File: src/rtl/zed64_chmem_pkg.sv
// Shared types and constants for the character-memory arbiter slice.
package zed64_chmem_pkg;

    localparam int CHMEM_AW = 11;
    localparam int CHMEM_DW = 8;

    // Width of the host starvation counter; it saturates rather than wraps.
    localparam int STARVE_CNT_W = 8;

    // Who owns the RAM port in a given cycle.
    typedef enum logic [1:0] {
        G_NONE = 2'd0,
        G_VID  = 2'd1,
        G_HOST = 2'd2
    } grant_t;

    // Destination of the read data coming back from the RAM.
    typedef enum logic [1:0] {
        T_NONE = 2'd0,
        T_VID  = 2'd1,
        T_HRD  = 2'd2
    } rtag_t;

    // Host request as queued, at the default address/data widths.
    typedef struct packed {
        logic                we;
        logic [CHMEM_AW-1:0] addr;
        logic [CHMEM_DW-1:0] wdata;
    } host_entry_t;

    // Saturating increment used by the starvation counter.
    function automatic logic [STARVE_CNT_W-1:0] sat_inc8(input logic [STARVE_CNT_W-1:0] v);
        if (v == {STARVE_CNT_W{1'b1}}) begin
            return v;
        end else begin
            return v + 8'd1;
        end
    endfunction

endpackage

File: src/rtl/chmem_hfifo.sv
// Small ordered FIFO for host requests. The head entry is presented
// combinationally so the arbiter can issue and pop it in the same cycle.
module chmem_hfifo
    import zed64_chmem_pkg::*;
#(
    parameter int DEPTH = 4,
    parameter int W     = 20
) (
    input  logic         clk,
    input  logic         rst,
    input  logic         push,
    input  logic         pop,
    input  logic [W-1:0] din,
    output logic [W-1:0] dout,
    output logic         empty,
    output logic         full
);

    localparam int PW = $clog2(DEPTH);
    localparam logic [PW:0]   CNT_ONE  = (PW+1)'(1'b1);
    localparam logic [PW:0]   CNT_FULL = (PW+1)'(DEPTH);
    localparam logic [PW:0]   CNT_ZERO = (PW+1)'(1'b0);
    localparam logic [PW-1:0] PTR_ONE  = PW'(1'b1);

    logic [W-1:0]  mem_r [DEPTH];
    logic [PW-1:0] wr_ptr_r;
    logic [PW-1:0] rd_ptr_r;
    logic [PW:0]   count_r;
    logic [PW:0]   count_s;
    logic          empty_r;
    logic          full_r;
    logic          push_ok_s;
    logic          pop_ok_s;

    assign dout  = mem_r[rd_ptr_r];
    assign empty = empty_r;
    assign full  = full_r;

    // Qualify push/pop against the current state and derive the next count.
    always_comb begin
        push_ok_s = push && !full_r;
        pop_ok_s  = pop && !empty_r;
        count_s   = count_r;
        case ({push_ok_s, pop_ok_s})
            2'b10:   count_s = count_r + CNT_ONE;
            2'b01:   count_s = count_r - CNT_ONE;
            default: count_s = count_r;
        endcase
    end

    // Pointers, count and registered status flags.
    always_ff @(posedge clk or posedge rst) begin
        if (rst) begin
            wr_ptr_r <= {PW{1'b0}};
            rd_ptr_r <= {PW{1'b0}};
            count_r  <= CNT_ZERO;
            empty_r  <= 1'b1;
            full_r   <= 1'b0;
        end else begin
            if (push_ok_s) begin
                wr_ptr_r <= wr_ptr_r + PTR_ONE;
            end
            if (pop_ok_s) begin
                rd_ptr_r <= rd_ptr_r + PTR_ONE;
            end
            count_r <= count_s;
            empty_r <= (count_s == CNT_ZERO);
            full_r  <= (count_s == CNT_FULL);
        end
    end

    // Entry storage; contents are only meaningful between push and pop.
    always_ff @(posedge clk) begin
        if (push_ok_s) begin
            mem_r[wr_ptr_r] <= din;
        end
    end

endmodule

File: src/rtl/chmem_arbiter.sv
// Single-port character RAM arbiter: video fetch has absolute priority with
// fixed latency, host requests are queued and served in idle video cycles.
module chmem_arbiter
    import zed64_chmem_pkg::*;
#(
    parameter int AW         = CHMEM_AW,
    parameter int DW         = CHMEM_DW,
    parameter int FIFO_DEPTH = 4,
    parameter int STARVE_LIM = 64
) (
    input  logic          pixclk,
    input  logic          act_reset,
    input  logic          vid_req,
    input  logic [AW-1:0] vid_addr,
    output logic          vid_valid,
    output logic [DW-1:0] vid_data,
    input  logic          host_valid,
    output logic          host_ready,
    input  logic          host_we,
    input  logic [AW-1:0] host_addr,
    input  logic [DW-1:0] host_wdata,
    output logic          host_rvalid,
    output logic [DW-1:0] host_rdata,
    output logic          host_starve,
    output logic          ram_en,
    output logic          ram_we,
    output logic [AW-1:0] ram_addr,
    output logic [DW-1:0] ram_wdata,
    input  logic [DW-1:0] ram_rdata
);

    localparam int EW = 1 + AW + DW;
    localparam logic [STARVE_CNT_W-1:0] STARVE_LIM_C = STARVE_CNT_W'(STARVE_LIM);

    typedef struct packed {
        logic          we;
        logic [AW-1:0] addr;
        logic [DW-1:0] wdata;
    } entry_t;

    entry_t  push_entry_s;
    entry_t  head_s;
    logic    push_s;
    logic    pop_s;
    logic    fifo_empty_s;
    logic    fifo_full_s;
    logic    live_r;
    grant_t  grant_s;

    logic          ram_en_s;
    logic          ram_we_s;
    logic [AW-1:0] ram_addr_s;
    logic [DW-1:0] ram_wdata_s;
    rtag_t         tag_s;

    logic          ram_en_r;
    logic          ram_we_r;
    logic [AW-1:0] ram_addr_r;
    logic [DW-1:0] ram_wdata_r;
    rtag_t         tag_s1_r;
    rtag_t         tag_s2_r;

    logic          vid_valid_r;
    logic [DW-1:0] vid_data_r;
    logic          host_rvalid_r;
    logic [DW-1:0] host_rdata_r;

    logic [STARVE_CNT_W-1:0] cnt_r;
    logic [STARVE_CNT_W-1:0] cnt_s;
    logic                    starve_r;

    // host_ready comes from registers only, so a same-cycle pop never opens it.
    assign host_ready   = live_r && !fifo_full_s;
    assign push_s       = host_valid && host_ready;
    assign pop_s        = (grant_s == G_HOST);
    assign push_entry_s = '{we: host_we, addr: host_addr, wdata: host_wdata};

    chmem_hfifo #(
        .DEPTH (FIFO_DEPTH),
        .W     (EW)
    ) u_hfifo (
        .clk   (pixclk),
        .rst   (act_reset),
        .push  (push_s),
        .pop   (pop_s),
        .din   (push_entry_s),
        .dout  (head_s),
        .empty (fifo_empty_s),
        .full  (fifo_full_s)
    );

    // Keeps host_ready low during reset and for the edge that releases it.
    always_ff @(posedge pixclk or posedge act_reset) begin
        if (act_reset) begin
            live_r <= 1'b0;
        end else begin
            live_r <= 1'b1;
        end
    end

    // Grant: video wins outright, otherwise drain the host queue.
    always_comb begin
        grant_s = G_NONE;
        if (vid_req) begin
            grant_s = G_VID;
        end else if (!fifo_empty_s) begin
            grant_s = G_HOST;
        end else begin
            grant_s = G_NONE;
        end
    end

    // Build the RAM command and return tag for the granted requester.
    always_comb begin
        ram_en_s    = 1'b0;
        ram_we_s    = 1'b0;
        ram_addr_s  = ram_addr_r;
        ram_wdata_s = ram_wdata_r;
        tag_s       = T_NONE;
        case (grant_s)
            G_VID: begin
                ram_en_s   = 1'b1;
                ram_addr_s = vid_addr;
                tag_s      = T_VID;
            end
            G_HOST: begin
                ram_en_s    = 1'b1;
                ram_we_s    = head_s.we;
                ram_addr_s  = head_s.addr;
                ram_wdata_s = head_s.wdata;
                tag_s       = head_s.we ? T_NONE : T_HRD;
            end
            default: begin
                tag_s = T_NONE;
            end
        endcase
    end

    // Register the RAM command and advance the two-stage return tag.
    always_ff @(posedge pixclk or posedge act_reset) begin
        if (act_reset) begin
            ram_en_r    <= 1'b0;
            ram_we_r    <= 1'b0;
            ram_addr_r  <= {AW{1'b0}};
            ram_wdata_r <= {DW{1'b0}};
            tag_s1_r    <= T_NONE;
            tag_s2_r    <= T_NONE;
        end else begin
            ram_en_r    <= ram_en_s;
            ram_we_r    <= ram_we_s;
            ram_addr_r  <= ram_addr_s;
            ram_wdata_r <= ram_wdata_s;
            tag_s1_r    <= tag_s;
            tag_s2_r    <= tag_s1_r;
        end
    end

    // Steer returning read data to the requester recorded in the tag.
    always_ff @(posedge pixclk or posedge act_reset) begin
        if (act_reset) begin
            vid_valid_r   <= 1'b0;
            vid_data_r    <= {DW{1'b0}};
            host_rvalid_r <= 1'b0;
            host_rdata_r  <= {DW{1'b0}};
        end else begin
            vid_valid_r   <= 1'b0;
            host_rvalid_r <= 1'b0;
            case (tag_s2_r)
                T_VID: begin
                    vid_valid_r <= 1'b1;
                    vid_data_r  <= ram_rdata;
                end
                T_HRD: begin
                    host_rvalid_r <= 1'b1;
                    host_rdata_r  <= ram_rdata;
                end
                default: begin
                    vid_valid_r   <= 1'b0;
                    host_rvalid_r <= 1'b0;
                end
            endcase
        end
    end

    // Starvation count: grows while a queued head is blocked by video.
    always_comb begin
        cnt_s = cnt_r;
        if (fifo_empty_s || (grant_s == G_HOST)) begin
            cnt_s = {STARVE_CNT_W{1'b0}};
        end else if (grant_s == G_VID) begin
            cnt_s = sat_inc8(cnt_r);
        end else begin
            cnt_s = cnt_r;
        end
    end

    // Starvation counter and its status flag; status only, never preempts video.
    always_ff @(posedge pixclk or posedge act_reset) begin
        if (act_reset) begin
            cnt_r    <= {STARVE_CNT_W{1'b0}};
            starve_r <= 1'b0;
        end else begin
            cnt_r    <= cnt_s;
            starve_r <= (cnt_s >= STARVE_LIM_C);
        end
    end

    assign ram_en      = ram_en_r;
    assign ram_we      = ram_we_r;
    assign ram_addr    = ram_addr_r;
    assign ram_wdata   = ram_wdata_r;
    assign vid_valid   = vid_valid_r;
    assign vid_data    = vid_data_r;
    assign host_rvalid = host_rvalid_r;
    assign host_rdata  = host_rdata_r;
    assign host_starve = starve_r;

endmodule

File: config.mk
export PLATFORM = sky130hd
export DESIGN_NAME = chmem_arbiter
export DESIGN_NICKNAME = d
export VERILOG_FILES = /design/src/rtl/zed64_chmem_pkg.sv /design/src/rtl/chmem_hfifo.sv /design/src/rtl/chmem_arbiter.sv
export SDC_FILE = /design/constraint.sdc
export NUM_CORES = 1
export LEC_CHECK = 0
export BUFFER_PORTS_ARGS = -buffer_cell sky130_fd_sc_hd__buf_2
export CELL_PAD_IN_SITES_DETAIL_PLACEMENT = 0
export CELL_PAD_IN_SITES_GLOBAL_PLACEMENT = 1
export CORE_ASPECT_RATIO = 1.25
export CORE_MARGIN = 2
export CORE_UTILIZATION = 30
export CTS_CLUSTER_SIZE = 30
export DETAILED_ROUTE_END_ITERATION = 7
export PLACE_DENSITY_LB_ADDON = 0.1
export SYNTH_ARGS = -nofsm -noshare
export SYNTH_HDL_FRONTEND = slang
export SYNTH_SLANG_ARGS = --single-unit
File: constraint.sdc
create_clock -name pixclk -period 5.2 [get_ports pixclk]
set_clock_uncertainty 0.15 [all_clocks]
set_input_delay 0.78 -clock pixclk [delete_from_list [all_inputs] [get_ports pixclk]]
set_output_delay 0.78 -clock pixclk [all_outputs]
set_load 0.03 [all_outputs]
==> reports/metrics.cfg, run 1 <==
[place]
port-buffer-count = 83
routabilityCongestion = 0.7111
place_ws_ps = 2381
hpwlAfterDp_um = 7164
postPlaceCellArea_um2 = 6157

[timing]
fin_ws_ps = 2759
slew_headroom_pct = 35.22
drv_slew = 0
fmax_ghz = 0.4097
rsz0062_at_grt = no
fin_crit_sh_pct = 46.94
worst_slew_pin_slew_ps = 971.8
setup_viol = 0
min_period_ps = 2441
fin_tns_setup_ps = 0
hold_viol_final = 0

[status]
outcome = completed

[worst_setup_path]
crit_chain = nor2b_1 > and2_1 > inv_1 > ha_1 > inv_1 > fa_1 > and3b_1 > a31oi_1 > o21ba_2
critPathLaunch = u_hfifo.full$_DFF_PP0_
crit_slowest_cell = fa_1
cp-start-kind = register
cp.arrival_ps = 2590
crit_type = register to register
r2r_start = u_hfifo.full$_DFF_PP0_
cpMostUsedCell = inv_1
endpoint_kind = register
required_ps = 5350
cp_max_fo = 6
critPathMaxStageDelay_ps = 420

[routing]
drtIter0Drc = 105
wl_um = 11170
drtAntennaViolNets = 0
num_vias = 3021
dr.pass1.iters = 4
drt-wirelength-per-cell_um = 17.18
drc = 0
vias_per_cell = 4.648

[clock_tree]
cts_tree = done
cts.sinks = 142
insertion_delay_ps = 410
post-cts-setup-buffer-count = 0
clk_pin_slew_ps = 60
cts-htree-levels = 4
cts_buffer_depth = 2
numCtsBuffers = 17
root_buffer = clkbuf_16
cts_resized = 0
hold_buffers = 0

[synth]
synth.area.top_cells = edfxtp_1 44%, dfrtp_1 28%, mux4_2 6.6%, mux2_2 5.2%, mux4_1 1.9%
synth-edff-count = 80
synth_area_um2 = 5463
yosysMostFrequentCell = edfxtp_1
syn_nets = 363
ys_seq_area_share_pct = 72.40
ys_warn_count = 0
synth-main-ff-cell = edfxtp_1
yosys.area.top_type_share_pct = 43.98
synth.ff_latch_count = 142
synthArstFlopShare_pct = 43.66
syn_area_per_cell_um2 = 17.45
syn_inst = 313
synth_common_cells = 80 x edfxtp_1, 61 x dfrtp_1, 25 x mux2_2, 19 x nand2_1, 16 x mux4_2
ys_types = 41
synth_area_leader_cell = edfxtp_1

[floorplan]
io_pins = 84
rows = 55
die_width_um = 124.7
die_area_um2 = 19310
fp.coreArea_um2 = 17960
initial_core_util_pct = 30.41
die_h_um = 154.9

[global_routing]
antenna_found_initial = 1
grt_pass1_vias = 3269
grt_start_max_net_pins = 33
grt_usage_pct = 12.36
grt_pass1_wl_um = 17870
gr-total-overflow = 0

[pwr]
p_leak_nw = 2.647
p_per_area_nw_per_um2 = 552.5
vdd_ir_drop_max_mv = 0.2525
total_power_mw = 3.702

[layout]
final_nets = 459
area_delta_synth_final_pct = 22.68
utilization_pct = 37.31
fin_area_um2 = 6701
drive_gt1_share_pct = 38.15
diodes = 0

[worst_hold_path]
min_path_type = register to register
hp-start = tag_s1_r[0]$_DFF_PP0_

[run]
cap_viol_max_count = 0

-- critical path, delay by kind of cell (launching register included) --
family	cells	cell delay [ps]
compound gates	2	360
fa+ha+maj	2	620
buf+inv	2	140
flops	1	370
simple gates	3	700
-- cells by family after synthesis --
logic type               share of synthesized area [%]
other                                          0.06865
buffers and inverters                            1.878
adder cells (fa/ha/maj)                          1.741
AND/OR/NAND/NOR                                  5.612
XOR/XNOR                                        0.8018
flip-flops                                       72.40
AO/OA/AOI/OAI                                    3.825
multiplexers                                     13.67
-- worst paths after layout --
check | cells after the start | to | slack [ps]
worst min register to register | 0 | tag_s2_r[0]$_DFF_PP0_ | 200
worst max-delay path | 9 | u_hfifo.full$_DFF_PP0_ | 2760
worst max register to register | 9 | u_hfifo.full$_DFF_PP0_ | 2760
min in group asynchronous | 2 | vid_valid$_DFF_PP0_ | 330
max in group asynchronous | 3 | host_rvalid$_DFF_PP0_ | 3640
worst min-delay path | 0 | tag_s2_r[0]$_DFF_PP0_ | 200
-- metal layers --
metal / GRT usage [%] / vias up / wire [µm]
met1: 14.70 / 1532 / 4762
met4: 5.939 / 2 / 226
met5: 0 / - / 13
met2: 20.45 / 77 / 5589
li1: - / 1392 / -
met3: 3.886 / 18 / 575
-- layout by cell type, fill, tap and decap left out, types with 4 or more instances in the layout --
master / count
a221o_1: 7
clkbuf_16: 17
edfxtp_1: 80
nor3_1: 8
nor2_1: 8
dfrtp_1: 61
a31oi_1: 4
ha_1: 6
and3_1: 5
mux2_2: 25
clkinv_2: 5
buf_4: 7
a22oi_1: 4
mux4_1: 4
inv_1: 10
o21ai_0: 4
mux4_2: 16
clkbuf_1: 7
nand2_1: 19
buf_2: 83
-- sequential cells by signal, indices dropped and copies added, names as in the netlist --
register	flops
cnt_r	8
host_rdata	8
host_rvalid	1
host_starve	1
live_r	1
ram_addr	11
ram_en	1
ram_wdata	8
ram_we	1
tag_s1_r	2
tag_s2_r	2
u_hfifo.count_r	3
u_hfifo.empty	1
u_hfifo.full	1
u_hfifo.mem_r	80
u_hfifo.rd_ptr_r	2
u_hfifo.wr_ptr_r	2
vid_data	8
vid_valid	1
-- power breakdown --
| group | internal (mW) | switching [mW] | total, mW |
|---|---|---|---|
| sequential | 1.43 | 0.152 | 1.58 |
| combinational | 0.422 | 0.571 | 0.993 |
| clock | 0.701 | 0.427 | 1.13 |
-- per-stage QoR --
stage	hold WS, ps	instances
final	195.2	650
after detailed placement	185.8	618
after global routing	203.7	650
after global placement	181.9	618
after floorplan	181.2	313
after CTS	199.2	650
-- area by class of cell --
| class | instances | area, µm² |
|---|---|---|
| Clock buffer | 24 | 451.7 |
| Clock inverter | 8 | 92.59 |
| Fill cell | 1720 | 11260 |
| Inverter | 11 | 41.29 |
| Multi-Input combinational cell | 147 | 1408 |
| Sequential cell | 142 | 3955 |
| Tap cell | 228 | 285.3 |
| Timing Repair Buffer | 90 | 467.9 |
No activity file was read; power rests on OpenSTA's default activity.
==> run 2, diff against run 1 <==
--- a/config.mk
+++ b/config.mk
@@ -5,6 +5,7 @@
 export SDC_FILE = /design/constraint.sdc
 export NUM_CORES = 1
 export LEC_CHECK = 0
+export ABC_AREA = 1
 export BUFFER_PORTS_ARGS = -buffer_cell sky130_fd_sc_hd__buf_2
 export CELL_PAD_IN_SITES_DETAIL_PLACEMENT = 0
 export CELL_PAD_IN_SITES_GLOBAL_PLACEMENT = 1
==> constraint.sdc (replaced) <==
create_clock -name pixclk -period 2.1 [get_ports pixclk]
set_clock_uncertainty 0.15 [all_clocks]
set_input_delay 0.315 -clock pixclk [delete_from_list [all_inputs] [get_ports pixclk]]
set_output_delay 0.315 -clock pixclk [all_outputs]
set_load 0.03 [all_outputs]
==> run 2 against run 1 <==
  * Sequential power increased by 140%
  * Combinational power grew to 3.0 times the previous value
  * Power grew to 2.7 times the previous value
  * Utilization is 2.0 points higher
  * Flip-flop and latch count unchanged
  * Area after synthesis up 3.8%
  * Cell count grew 35%
  * Clock-buffer cell count is 4 lower
  * Hold slack lost 170 ps
  * Die area rose by 3.7%
  * Fmax up 25%
  * Sequential share of layout area decreased by 5.0 points
  * Largest power group unchanged
  * Highest routed layer is now met4
==> reports/metrics.cfg, run 2 <==
[routing]
drc = 0  ; unchanged
dr.pass1.iters = 4  ; unchanged
num_vias = 3869  ; +28%
wl_um = 12970  ; +16%
drtAntennaViolNets = 0  ; unchanged
drtIter0Drc = 233  ; +120%
vias_per_cell = 4.422  ; -4.9%
drt-wirelength-per-cell_um = 14.82  ; -14%

[worst_setup_path]
critPathMaxStageDelay_ps = 570  ; +150 ps
endpoint_kind = register
crit_chain = nor2_4 > ha_1 > inv_1 > fa_1 > o21ai_1 > or2_1 > a21oi_2
crit_slowest_cell = dfstp_2
cp_max_fo = 3  ; -3
reg2reg_slack_ps = 140  ; -2620 ps
crit_type = register to register
cp.arrival_ps = 2110  ; -480 ps
worst-path-buf-inv = 1  ; -1
crit_family = adder cells
cp-start-kind = register
required_ps = 2250  ; -3100 ps

[global_routing]
antenna_found_initial = 0  ; -1
grt_pass1_vias = 3813  ; +17%
grt_start_max_net_pins = 41  ; +24%
grt_pass1_wl_um = 20780  ; +16%
grt_usage_pct = 13.79  ; +1.4 points
gr-total-overflow = 0  ; unchanged

[clock_tree]
cts.sinks = 142  ; unchanged
root_buffer = clkbuf_16
insertion_delay_ps = 410  ; about the same
cts-htree-levels = 4  ; unchanged
cts_buffer_depth = 2  ; unchanged
cts_tree = done
clk_pin_slew_ps = 60  ; about the same
post-cts-setup-buffer-count = 0  ; unchanged
numCtsBuffers = 17  ; unchanged

[pwr]
p_per_area_nw_per_um2 = 1344  ; +140%
p_int_mw = 6.403  ; +150%
combPwrFrac_pct = 30.3  ; +3.5 points
vdd_ir_drop_max_mv = 0.5259  ; +110%
p_leak_nw = 3.195  ; +21%
switchingPower_mw = 3.439  ; +200%
seqPwrFrac_pct = 38.5  ; -4.2 points
p_clk_share_pct = 31.2  ; +0.7 points
p_sw_share_pct = 34.94  ; +3.9 points

[synth]
synth.ff_latch_count = 142  ; unchanged
synthArstFlopShare_pct = 43.66  ; unchanged
yosys.area.top_type_share_pct = 42.35  ; -1.6 points
synth-main-ff-cell = edfxtp_1
synth_area_leader_cell = edfxtp_1
syn_inst = 502  ; +60%
ys_seq_area_share_pct = 69.72  ; -2.7 points
ys_types = 34  ; -17%
syn_nets = 552  ; +52%
syn_area_per_cell_um2 = 11.30  ; -35%
synth_common_cells = 134 x nand2_1, 80 x edfxtp_1, 61 x dfrtp_1, 49 x nand3_1, 36 x inv_1
synth.area.top_cells = edfxtp_1 42%, dfrtp_1 27%, nand2_1 8.9%, nand3_1 4.3%, o21ai_0 3.0%
ys_warn_count = 0  ; unchanged
yosysMostFrequentCell = nand2_1
synth-edff-count = 80  ; unchanged
synth_area_um2 = 5673  ; +3.8%

[floorplan]
rows = 56  ; +1.8%
die_width_um = 127.0  ; +1.8%
die_area_um2 = 20030  ; +3.7%
die_h_um = 157.7  ; +1.9%
fp.coreArea_um2 = 18640  ; +3.8%
initial_core_util_pct = 30.44  ; about the same
io_pins = 84  ; unchanged

[place]
routabilityCongestion = 0.7393  ; +4.0%
hpwlAfterDp_um = 8381  ; +17%
port-buffer-count = 83  ; unchanged

[layout]
top_register = u_hfifo.mem_r
multiInputGateArea_um2 = 1429  ; +1.5%
area_delta_synth_final_pct = 29.07
regArea_um2 = 3955  ; unchanged
mostFrequentLayoutCells = 133 x nand2_1, 83 x buf_2, 80 x edfxtp_1, 61 x dfrtp_1, 49 x nand3_1
final_nets = 681  ; +48%
diodes = 0  ; unchanged
fillerInstances = 1837  ; +6.8%
largest_reg_flops = 80  ; unchanged
drive_gt1_share_pct = 23.33  ; -15 points
layout_commonest_cell = nand2_1
utilization_pct = 39.29  ; +2.0 points

[timing]
setup_viol = 0  ; unchanged
slew_headroom_pct = 65.63  ; +30 points
min_period_ps = 1960  ; -481.1 ps
drv_slew = 0  ; unchanged
fin_crit_sh_pct = 93.32  ; +46 points
fin_tns_setup_ps = 0  ; unchanged
holdWs_ps = 23.08  ; -172.1 ps
worst_slew_pin_slew_ps = 514.8  ; -456.9 ps
fmax_ghz = 0.5103  ; +25%
hold_viol_final = 0  ; unchanged
rsz0062_at_grt = no

[status]
outcome = completed

[run]
cap_viol_max_count = 0  ; unchanged

[worst_hold_path]
min_path_type = input port to register

## run 2: final cells by class
cell class	instances	area share (%)
Clock buffer	20	5.964
Clock inverter	11	2.273
Inverter	43	2.273
Multi-Input combinational cell	296	19.51
Sequential cell	142	54.02
Tap cell	232	3.964
Timing Repair Buffer	131	12.00
## run 2: kinds of logic (layout without fill, tap and decap cells)
family | Yosys count | count (layout) | synth area share, %
buffers and inverters | 64 | 205 | 5.447
other | 1 | 1 | 0.06610
AO/OA/AOI/OAI | 51 | 51 | 4.830
AND/OR/NAND/NOR | 230 | 230 | 17.18
adder cells (fa/ha/maj) | 7 | 7 | 1.676
flip-flops | 142 | 142 | 69.72
XOR/XNOR | 7 | 7 | 1.081
## run 2: path summary, 6_finish.rpt
path	end	startpoint	cells after the start
min in group asynchronous	host_starve$_DFF_PP0_	act_reset	3
hold reg to reg	tag_s2_r[1]$_DFF_PP0_	tag_s1_r[1]$_DFF_PP0_	0
hold / removal	vid_data[1]$_DFFE_PP0P_	ram_rdata[1]	3
setup reg to reg	u_hfifo.full$_DFF_PP0_	u_hfifo.empty$_DFF_PP1_	7
max in group asynchronous	ram_wdata[2]$_DFFE_PP0N_	act_reset	4
setup / recovery	u_hfifo.full$_DFF_PP0_	u_hfifo.empty$_DFF_PP1_	7
## run 2: metal layers
layer | vias up | routed length (µm) | track usage [%]
li1 | 1925 | - | -
met1 | 1838 | 5756 | 16.59
met2 | 90 | 6490 | 23.76
met3 | 16 | 516 | 4.022
met4 | 0 | 206 | 4.605
met5 | - | 0 | 0
## run 2: power by group through the flow
stage          Sequential (mW)  Combinational, mW  Clock [mW]
2_1_floorplan             4.41               1.52           0
3_3_place_gp              3.82               2.97           0
3_5_place_dp              3.84               3.01           0
4_1_cts                   3.79               3.06        3.17
5_1_grt                   3.86               3.34        3.30
6_report                  3.79               2.98        3.07
## run 2: what timing repair did
item                                    4_1_cts  5_1_grt
hold buffers                                 31        0
hold endpoints to repair                    106        0
resized for setup                             0        1
endpoints found under the setup margin        0        1
## run 2: per-stage QoR
stage	instance area [µm²]	cells	power [mW]	setup slack [ps]
2_1_floorplan	5695	502	5.939	17.12
3_3_place_gp	6409	813	6.789	131.5
3_5_place_dp	6409	813	6.850	70.91
4_1_cts	7322	875	10.03	83.52
5_1_grt	7322	875	10.50	30.10
6_report	7322	875	9.842	140.3
## run 2: worst register-to-register path: stages (launching register included)
cell,delay [ps]
dfstp_2,570
nor2_4,50
ha_1,200
inv_1,90
fa_1,430
o21ai_1,160
or2_1,160
a21oi_2,40
==> run 3, diff against run 2 <==
--- a/config.mk
+++ b/config.mk
@@ -5,7 +5,6 @@
 export SDC_FILE = /design/constraint.sdc
 export NUM_CORES = 1
 export LEC_CHECK = 0
-export ABC_AREA = 1
 export BUFFER_PORTS_ARGS = -buffer_cell sky130_fd_sc_hd__buf_2
 export CELL_PAD_IN_SITES_DETAIL_PLACEMENT = 0
 export CELL_PAD_IN_SITES_GLOBAL_PLACEMENT = 1
==> run 3 against run 2 <==
  * The run now ends with setup timing left
  * Critical path depth increased by 2
  * Via count decreased by 17%
  * Flip-flop and latch count unchanged
  * Highest routed layer unchanged
  * Routed wire length decreased by 11%
  * Hold slack improved by 160 ps
  * Non-clock buffer count increased by 12
  * Global-route usage decreased by 1.2 points
  * Clock-buffer cell count increased by 7
  * Cell count decreased by 20%
  * Fmax decreased by 7.0%
  * Sequential power about the same
==> reports/metrics.cfg, run 3 (synthesis gave the netlist of run 1 again) <==
[status]
outcome = complete, but fails checks
violations = setup timing

[routing]
drt-wirelength-per-cell_um = 16.36  ; +10%
highest_layer = met4
wl_met1_um = 5114  ; -11%
vias_per_cell = 4.579  ; +3.6%
met2_length_um = 5759  ; -11%
dr.pass1.iters = 4  ; unchanged
drc = 0  ; unchanged
wl_met3_um = 455  ; -12%
num_vias = 3219  ; -17%
drtIter0Drc = 133  ; -43%
wl_um = 11500  ; -11%
drtAntennaViolNets = 0  ; unchanged

[worst_setup_path]
r2r_start = live_r$_DFF_PP0_
path_depth = 9  ; +2
crit_family = simple AND/OR/NAND/NOR gates
worstReg2RegEnd = u_hfifo.count_r[2]$_DFF_PP0_
reg2reg_slack_ps = -6  ; -150 ps
ff2ff_path_depth = 9  ; +2
crit_slowest_cell = fa_1
cp_max_fo = 3  ; unchanged
required_ps = 2250  ; about the same
cp.arrival_ps = 2250  ; +140 ps
worst-path-buf-inv = 2  ; +1
crit_chain = nor2b_4 > and2_4 > inv_2 > ha_4 > inv_2 > fa_1 > xor2_1 > o21a_1 > or2_2
crit_type = register to register
critPathLaunch = live_r$_DFF_PP0_
critPathMaxStageDelay_ps = 370  ; -200 ps
endpoint_kind = register
cp-start-kind = register
endpoint = u_hfifo.count_r[2]$_DFF_PP0_
cpMostUsedCell = inv_2

[global_routing]
grt_usage_pct = 12.64  ; -1.2 points
grt_start_max_net_pins = 63  ; +54%
antenna_found_initial = 0  ; unchanged
grt_pass1_wl_um = 18130  ; -13%
gr-total-overflow = 0  ; unchanged
grt_pass1_vias = 3273  ; -14%

[place]
hpwlAfterDp_um = 7234  ; -14%
dp.cells = 629  ; -23%
place_ws_ps = -28.09  ; -99.00 ps
port-buffer-count = 83  ; unchanged
postPlaceCellArea_um2 = 6330  ; -1.2%
routabilityCongestion = 0.7354  ; -0.53%

[clock_tree]
cts_buffer_depth = 2  ; unchanged
cts_tree = done
cts.sinks = 142  ; unchanged
insertion_delay_ps = 410  ; about the same
root_buffer = clkbuf_16
numCtsBuffers = 17  ; unchanged
cts-htree-levels = 4  ; unchanged
clk_pin_slew_ps = 60  ; about the same

[pwr]
p_leak_nw = 2.941  ; -8.0%
vdd_ir_drop_max_mv = 0.4902  ; -6.8%
total_power_mw = 9.646  ; -2.0%
p_per_area_nw_per_um2 = 1309  ; -2.6%

[layout]
mostFrequentLayoutCells = 83 x buf_2, 80 x edfxtp_1, 61 x dfrtp_1, 40 x dlygate4sd3_1, 25 x mux2_2
drive_gt1_share_pct = 38.95  ; +16 points
layout_commonest_cell = buf_2
top_register = u_hfifo.mem_r
fin_cells = 703  ; -20%
area_delta_synth_final_pct = 34.91
fillerInstances = 1657  ; -9.8%
final_nets = 512  ; -25%
diodes = 0  ; unchanged
fin_area_um2 = 7370  ; +0.65%
largest_reg_flops = 80  ; unchanged

[floorplan]
fp.coreArea_um2 = 17960  ; -3.6%
die_width_um = 124.7  ; -1.8%
die_area_um2 = 19310  ; -3.6%
die_h_um = 154.9  ; -1.8%
initial_core_util_pct = 30.41  ; about the same
rows = 55  ; -1.8%
io_pins = 84  ; unchanged

[timing]
fin_crit_sh_pct = 100.3  ; +7.0 points
rsz0062_at_grt = yes
setup_viol = 1  ; +1
drv_slew = 0  ; unchanged
fmax_ghz = 0.4748  ; -7.0%
hold_viol_final = 0  ; unchanged
holdWs_ps = 180.6  ; +157.5 ps
fin_ws_ps = -6.305  ; -146.6 ps
min_period_ps = 2106  ; +146.6 ps

[run]
cap_viol_max_count = 0  ; unchanged

[worst_hold_path]
min_path_cells = 2  ; -1
min_path_type = input port to register

## run 3: timing repair
| item | CTS | global route |
|---|---|---|
| resized for setup | 0 | 0 |
| endpoints found under the setup margin | 2 | 3 |
| pin swaps | 1 | 0 |
| endpoints found under the hold margin | 168 | 0 |
| hold buffers | 40 | 0 |
| setup buffers | 1 | 1 |
## run 3: layer usage
layer	vias to the layer above	global-route usage [%]
li1	1496	-
met1	1630	15.23
met2	78	21.26
met3	15	3.817
met4	0	5.136
met5	-	0
## run 3: per-stage QoR
stage,utilization [%],TNS [ps]
finish,41.03,-6.305
global route,41.03,-225.0
CTS,40.99,-37.19
detailed placement,35.24,-30.11
global placement,35.24,0
floorplan,-,-151.4
## run 3: worst min path at each step
stage               slack (ps)                    end                  start
global placement           180  tag_s2_r[0]$_DFF_PP0_  tag_s1_r[0]$_DFF_PP0_
finish                     180  tag_s1_r[0]$_DFF_PP0_                vid_req
detailed placement         190  tag_s2_r[1]$_DFF_PP0_  tag_s1_r[1]$_DFF_PP0_
floorplan                  180  tag_s2_r[0]$_DFF_PP0_  tag_s1_r[0]$_DFF_PP0_
CTS                        160  tag_s1_r[0]$_DFF_PP0_                vid_req
global route               180  tag_s1_r[0]$_DFF_PP0_                vid_req
## run 3: area by class of cell
class                   instances  area [µm²]  share of cell area [%]
well taps                     228       285.3                   3.871
repair buffers                143        1028                   13.96
flip-flops and latches        142        3955                   53.67
multi-input cells             147        1435                   19.47
clock buffers                  27       586.8                   7.963
clock inverters                 5       37.54                  0.5093
inverters                      11       41.29                  0.5603
## run 3: worst reg2reg max path, stage by stage, from the launching register on
cell and delay, ps:
dfrtp_1 350, nor2b_4 120, and2_4 130, inv_2 60, ha_4 120, inv_2 30, fa_1 370, xor2_1 170
o21a_1 190, or2_2 290
## run 3: power by group
group | total (mW) | leakage (nW) | switching (mW) | internal (mW)
clock | 3.03 | 0.304 | 1.11 | 1.92
combinational | 2.84 | 1.16 | 1.60 | 1.24
sequential | 3.78 | 1.48 | 0.235 | 3.54
